`src/rtl/fetch_ir_unit_if.sv`:
```
// Instruction-memory read bus between the fetch unit and memory.
//   mem_req   : read request, held until mem_ready or timeout abort
//   mem_addr  : fetch address, stable while mem_req=1
//   mem_rdata : read data, valid with mem_ready
//   mem_ready : read-complete strobe
// master = fetch unit side, slave = memory side.
interface fetch_ir_unit_if;
  logic        mem_req;
  logic [31:0] mem_addr;
  logic [31:0] mem_rdata;
  logic        mem_ready;

  modport master (output mem_req, mem_addr, input  mem_rdata, mem_ready);
  modport slave  (input  mem_req, mem_addr, output mem_rdata, mem_ready);
endinterface

```
`src/rtl/fetch_ir_unit.sv`:
```
// Fetch / instruction-register unit of a multicycle CPU.
// Owns the PC and IR. IRWrite starts a memory read of the instruction at PC.
// Control is stalled for as long as the read is outstanding. A read that
// gets no mem_ready within TIMEOUT cycles loads a NOOP (all-zero) into IR
// and sets the sticky fetch_err flag.
// Ports:
//   clock, reset (async, active-low)
//   IRWrite, PCWrite, PCWriteCond, PCSource[1:0], Zero  : Control inputs
//   ALUResult, ALUOut                                   : next-PC sources
//   mem (fetch_ir_unit_if.master)                       : memory read bus
//   pc, instr, opcode, stall, fetch_err                 : outputs
module fetch_ir_unit #(
  parameter logic [31:0] RESET_PC = 32'h0000_0000,
  parameter int unsigned TIMEOUT  = 15            // 1..255
) (
  input  logic                   clock,
  input  logic                   reset,
  input  logic                   IRWrite,
  input  logic                   PCWrite,
  input  logic                   PCWriteCond,
  input  logic [1:0]             PCSource,
  input  logic                   Zero,
  input  logic [31:0]            ALUResult,
  input  logic [31:0]            ALUOut,
  fetch_ir_unit_if.master        mem,
  output logic [31:0]            pc,
  output logic [31:0]            instr,
  output logic [5:0]             opcode,
  output logic                   stall,
  output logic                   fetch_err
);

  typedef enum logic [1:0] {IDLE, WAIT, DONE} state_t;

  // The WAIT cycle on which cnt equals this value is the last one allowed.
  localparam logic [7:0] CNT_LAST = 8'(TIMEOUT - 1);

  state_t      state;
  logic [7:0]  cnt;
  logic        pc_en;
  logic [31:0] pc_next;

  assign opcode = instr[31:26];

  // PC update is independent of the fetch FSM.
  assign pc_en = PCWrite | (PCWriteCond & Zero);

  always_comb begin
    pc_next = pc;
    unique case (PCSource)
      2'b00: pc_next = ALUResult;
      2'b01: pc_next = ALUOut;
      2'b10: pc_next = {pc[31:28], instr[25:0], 2'b00};
      2'b11: pc_next = pc;
      default: pc_next = pc;
    endcase
  end

  always_ff @(posedge clock or negedge reset) begin
    if (!reset) begin
      state        <= IDLE;
      cnt          <= '0;
      pc           <= RESET_PC;
      instr        <= '0;
      stall        <= 1'b0;
      fetch_err    <= 1'b0;
      mem.mem_req  <= 1'b0;
      mem.mem_addr <= '0;
    end else begin
      if (pc_en) pc <= pc_next;

      unique case (state)
        IDLE: begin
          // mem_addr takes the pre-update pc even if pc changes this edge.
          if (IRWrite) begin
            mem.mem_addr <= pc;
            mem.mem_req  <= 1'b1;
            stall        <= 1'b1;
            cnt          <= '0;
            state        <= WAIT;
          end
        end
        WAIT: begin
          // mem_ready has priority over a coincident timeout.
          if (mem.mem_ready) begin
            instr       <= mem.mem_rdata;
            mem.mem_req <= 1'b0;
            stall       <= 1'b0;
            state       <= DONE;
          end else if (cnt == CNT_LAST) begin
            instr       <= '0;
            fetch_err   <= 1'b1;
            mem.mem_req <= 1'b0;
            stall       <= 1'b0;
            state       <= DONE;
          end else begin
            cnt <= cnt + 8'd1;
          end
        end
        DONE:    state <= IDLE;
        default: state <= IDLE;
      endcase
    end
  end

endmodule
```
`src/flat_wrapper.sv`:
```
// flat-port wrapper written by rule: the top's interface ports become plain ports
module fetch_ir_unit_flat 
#(
  parameter logic [31:0] RESET_PC = 32'h0000_0000,
  parameter int unsigned TIMEOUT  = 15                     
)
  (clock, reset, IRWrite, PCWrite, PCWriteCond, PCSource, Zero, ALUResult, ALUOut, pc, instr, opcode, stall, fetch_err, mem_mem_req, mem_mem_addr, mem_mem_rdata, mem_mem_ready);
  fetch_ir_unit_if mem_i ();
  input  logic clock;
  input  logic reset;
  input  logic IRWrite;
  input  logic PCWrite;
  input  logic PCWriteCond;
  input  logic [1:0] PCSource;
  input  logic Zero;
  input  logic [31:0] ALUResult;
  input  logic [31:0] ALUOut;
  output logic [31:0] pc;
  output logic [31:0] instr;
  output logic [5:0] opcode;
  output logic stall;
  output logic fetch_err;
  output wire logic [$bits(mem_i.mem_req)-1:0] mem_mem_req;
  output wire logic [$bits(mem_i.mem_addr)-1:0] mem_mem_addr;
  input wire logic [$bits(mem_i.mem_rdata)-1:0] mem_mem_rdata;
  input wire logic [$bits(mem_i.mem_ready)-1:0] mem_mem_ready;
  assign mem_mem_req = mem_i.mem_req;
  assign mem_mem_addr = mem_i.mem_addr;
  assign mem_i.mem_rdata = mem_mem_rdata;
  assign mem_i.mem_ready = mem_mem_ready;
  fetch_ir_unit #(.RESET_PC(RESET_PC), .TIMEOUT(TIMEOUT)) u_core (.clock(clock), .reset(reset), .IRWrite(IRWrite), .PCWrite(PCWrite), .PCWriteCond(PCWriteCond), .PCSource(PCSource), .Zero(Zero), .ALUResult(ALUResult), .ALUOut(ALUOut), .mem(mem_i), .pc(pc), .instr(instr), .opcode(opcode), .stall(stall), .fetch_err(fetch_err));
endmodule
```
`config.mk`:
```
export PLATFORM = sky130hd
export DESIGN_NAME = fetch_ir_unit_flat
export DESIGN_NICKNAME = d
export VERILOG_FILES = /design/src/rtl/fetch_ir_unit_if.sv /design/src/rtl/fetch_ir_unit.sv /design/src/flat_wrapper.sv
export SDC_FILE = /design/constraint.sdc
export NUM_CORES = 1
export LEC_CHECK = 0
export ABC_AREA = 1
export CAP_MARGIN = 40
export CORE_MARGIN = 2
export CORE_UTILIZATION = 39
export DETAILED_ROUTE_END_ITERATION = 8
export PLACE_DENSITY = 0.77
export SLEW_MARGIN = 20
export SYNTH_ARGS = -nofsm -noshare
export SYNTH_HDL_FRONTEND = slang
export SYNTH_SLANG_ARGS = --single-unit
```
`constraint.sdc`:
```
create_clock -name clock -period 1.5 [get_ports clock]
set_clock_uncertainty 0.2 [all_clocks]
set_input_delay 0.3 -clock clock [delete_from_list [all_inputs] [get_ports clock]]
set_output_delay 0.3 -clock clock [all_outputs]
set_load 0.005 [all_outputs]
```
==> metrics.md <==
| Metric | Value |
|---|---|
| Ys flop type | dfrtp_1 |
| Post-synth top cells | dfrtp_1, o21ai_0, nand2_1 |
| Nets@finish | 949 |
| Critical Path End Type | flip-flop |
| ANT cells | 0 |
| Sum of negative setup slack | -2290 ps |
| Synth area leaders | dfrtp_1, o21ai_0, nand2_1 |
| IO Port Bufs | 209 |
| CP max stage cell | dfrtp_1 |
| GRT Total Usage | 25.2% |
| Maxcap violations | 0 |
| Final setup margin | -99.1 ps |
| Post-synthesis sequential area ratio | 52.8% |
| Cell family with most CP delay | simple AND/OR/NAND/NOR gates |
| Mapped Nets | between 600 and 700 |
| Drt drc | 0 |
| Post-Route WL | 18.2 mm |
| Leak | ~4.0 nW |
| Starting Density | 40.2% |
| Non-Filler Instances | 1,015 |
| Worst Hold Class | input port to async pin |
| Clock sink count | 108 |
| Yosys top cell area share | 52.8% |
| Synth cell types | 30 |
| Vias in the first global route | approximately 5,300 |
| Synth Warn # | 0 |
| Fmax | around 630 MHz |
| Die extent in y | 119 µm |
| Max_slew headroom | 74.3% |
| # IOs | between 200 and 250 |
| Asr flop ratio synth | 100% |
| Iter 0 DRT Violations | 467 |
| Routed via count | around 5,200 |
| Arrival time worst endpoint | 1620 ps |
| Fin crit share | 107% |
| Num CTS Buffers | 9 |
| Routed Antenna Nets | 0 |
| CTS HTree Levels | 3 |
| CTS tree | yes |
| CTS max path bufs | 2 |
| Slew Limit Fails | 0 |
| Cell Rows | 41 |
| Number of synthesized flops with an enable pin | 0 |
| Full die area | about 14,000 µm² |
| Worst Tran Pin Value | slightly below 400 ps |
| Startpoint Class | flip-flop |
| Largest net degree at the start of global routing | 37 |
| DP Cell Count | 951 |
| Final HPWL DP | 12.7 mm |
| Vias per inst | 5.14 |
| First-pass GRT wire length | 27.9 mm |
| CP Max Fanout | 7 |
| Clock-pin slew on the worst setup and hold paths | ~70 ps |
| CP Class | flip-flop to flip-flop |
| Max VDD drop | 0.923 mV |
| RD Place Congestion | between 0.8 and 0.9 |
| Top cell type by total area after synthesis | dfrtp_1 |
| Power density cells | 1460 nW/µm² |
| RSZ-0062 raised after global routing | yes |
| Sequential Area | ~2700 µm² |
| Initial antenna violation count | 0 |
| Crit path cell chain | inv_2, ha_4, nand3_4, nor2_4, nand2_4, buf_12, nand2_8, o21ai_2 |
| Most common cell in the netlist | dfrtp_1 |
| Status | finished, violations left |
| Worst Hold Slack | 229 ps |
| Crit path buffers/inverters | 2 |
| Setup Viol. Count Final | 41 |
| Core region area | ~13,000 µm² |
| Place WS | -712 ps |
| Mean Syn Cell Area | 9.05 µm² |
| Syn Inst Count | around 570 |
| Die width | 119 µm |
| DR pass1 iterations | 5 |
| Failing checks | setup timing |
| Drt wl/cell | 17.9 µm |
| Clock Latency Late Sink | 340 ps |
| Min cycle time layout | 1600 ps |
| Mapped Area | 5120 µm² |
| Fillers | 998 |
| GRT overflow | 0 |
| Critical path data required time | around 1500 ps |
| Flops & latches, synth | roughly 110 |
| Area of the multi-input gates | 2140 µm² |
| Syn-to-layout area delta | 66.0% |
| CP max stage delay | around 400 ps |
| CTS Root Cell | clkbuf_16 |
| Pwr Total | 12.4 mW |
| Final Hold Vio Count | 0 |
| Fraction of layout instances using a drive strength above 1 | around 22% |
-- layer usage --
metal / share of wire, % / track usage (%)
met4: 3.1 / 10.5
met3: 5.9 / 4.30
met2: 50 / 41.7
met1: 41 / 32.5
met5: 0 / 0
-- layout make-up --
type | instances | share of cell area [%]
clock buffer | 11 | 2.86
timing repair buffer | 299 | 34.8
inverter | 56 | 2.50
tap | 172 | 2.53
sequential | 108 | 31.8
clock inverter | 4 | 0.309
multi-input combinational | 365 | 25.2
-- worst reg2reg max path, delay by kind of cell, from the launching register on --
family,cells,cell delay (ps)
AOI/OAI and AO/OA,1,70
adders and majority gates,1,140
buffers and inverters,2,240
DFF,1,390
and+or+nand+nor,4,450
-- flip-flops by register name, indices dropped and copies added, names as in the netlist --
register and flops:
u_core.cnt 8, u_core.state 2, u_core.stall 1, u_core.mem.mem_addr 32
u_core.pc 32, u_core.fetch_err 1, u_core.instr 32
-- final timing paths --
check | slack, ps | from | cells after the start | end
worst max-delay path | -100 | u_core.cnt[0]$_DFFE_PN0P_ | 8 | u_core.instr[6]$_DFFE_PN0P_
worst min-delay path | 230 | reset | 2 | u_core.instr[29]$_DFFE_PN0P_
worst max register to register | -100 | u_core.cnt[0]$_DFFE_PN0P_ | 8 | u_core.instr[6]$_DFFE_PN0P_
worst min register to register | 270 | u_core.fetch_err$_DFFE_PN0P_ | 1 | u_core.fetch_err$_DFFE_PN0P_
max in group asynchronous | 380 | reset | 3 | u_core.pc[30]$_DFFE_PN0P_
min in group clock | 270 | u_core.fetch_err$_DFFE_PN0P_ | 1 | u_core.fetch_err$_DFFE_PN0P_
-- cells in the final DEF, fill, tap and decap left out, types with 14 or more instances in the layout --
cell / instances
dfrtp_1: 108
clkdlybuf4s50_1: 98
o22ai_1: 14
o21ai_1: 22
o21ai_0: 78
buf_4: 63
nor2_1: 39
nand2_1: 83
buf_6: 16
inv_1: 51
clkdlybuf4s15_1: 93
nand3_1: 48
o21ai_2: 26
-- metrics by stage --
step / util, % / cell area [µm²]
floorplan: - / 5130
global placement: 60.0 / 7630
detailed placement: 60.0 / 7630
CTS: 64.8 / 8250
global route: 66.8 / 8500
finish: 66.8 / 8500
-- repair_timing --
action	in CTS	in global routing
resized for setup	223	76
setup buffers	33	11
hold buffers	1	0
pin swaps	7	9
endpoints found under the setup margin	180	150
endpoints found under the hold margin	108	0
gates cloned	2	3
-- where the power goes --
part           switching, mW  internal (mW)  total [mW]  leakage [nW]
Sequential             0.684           3.94        4.63          1.35
Combinational           2.44           3.11        5.55          2.48
Clock                   1.04           1.16        2.20         0.131
-- cell families after synthesis --
group,count (synthesis),synth area share [%]
AND/OR/NAND/NOR,193,16.8
AO/OA/AOI/OAI,151,16.9
flip-flops,108,52.8
buffers and inverters,95,8.63
multiplexers,14,3.67
adder cells (fa/ha/maj),5,1.22
Power figures use the tool's default switching activity.
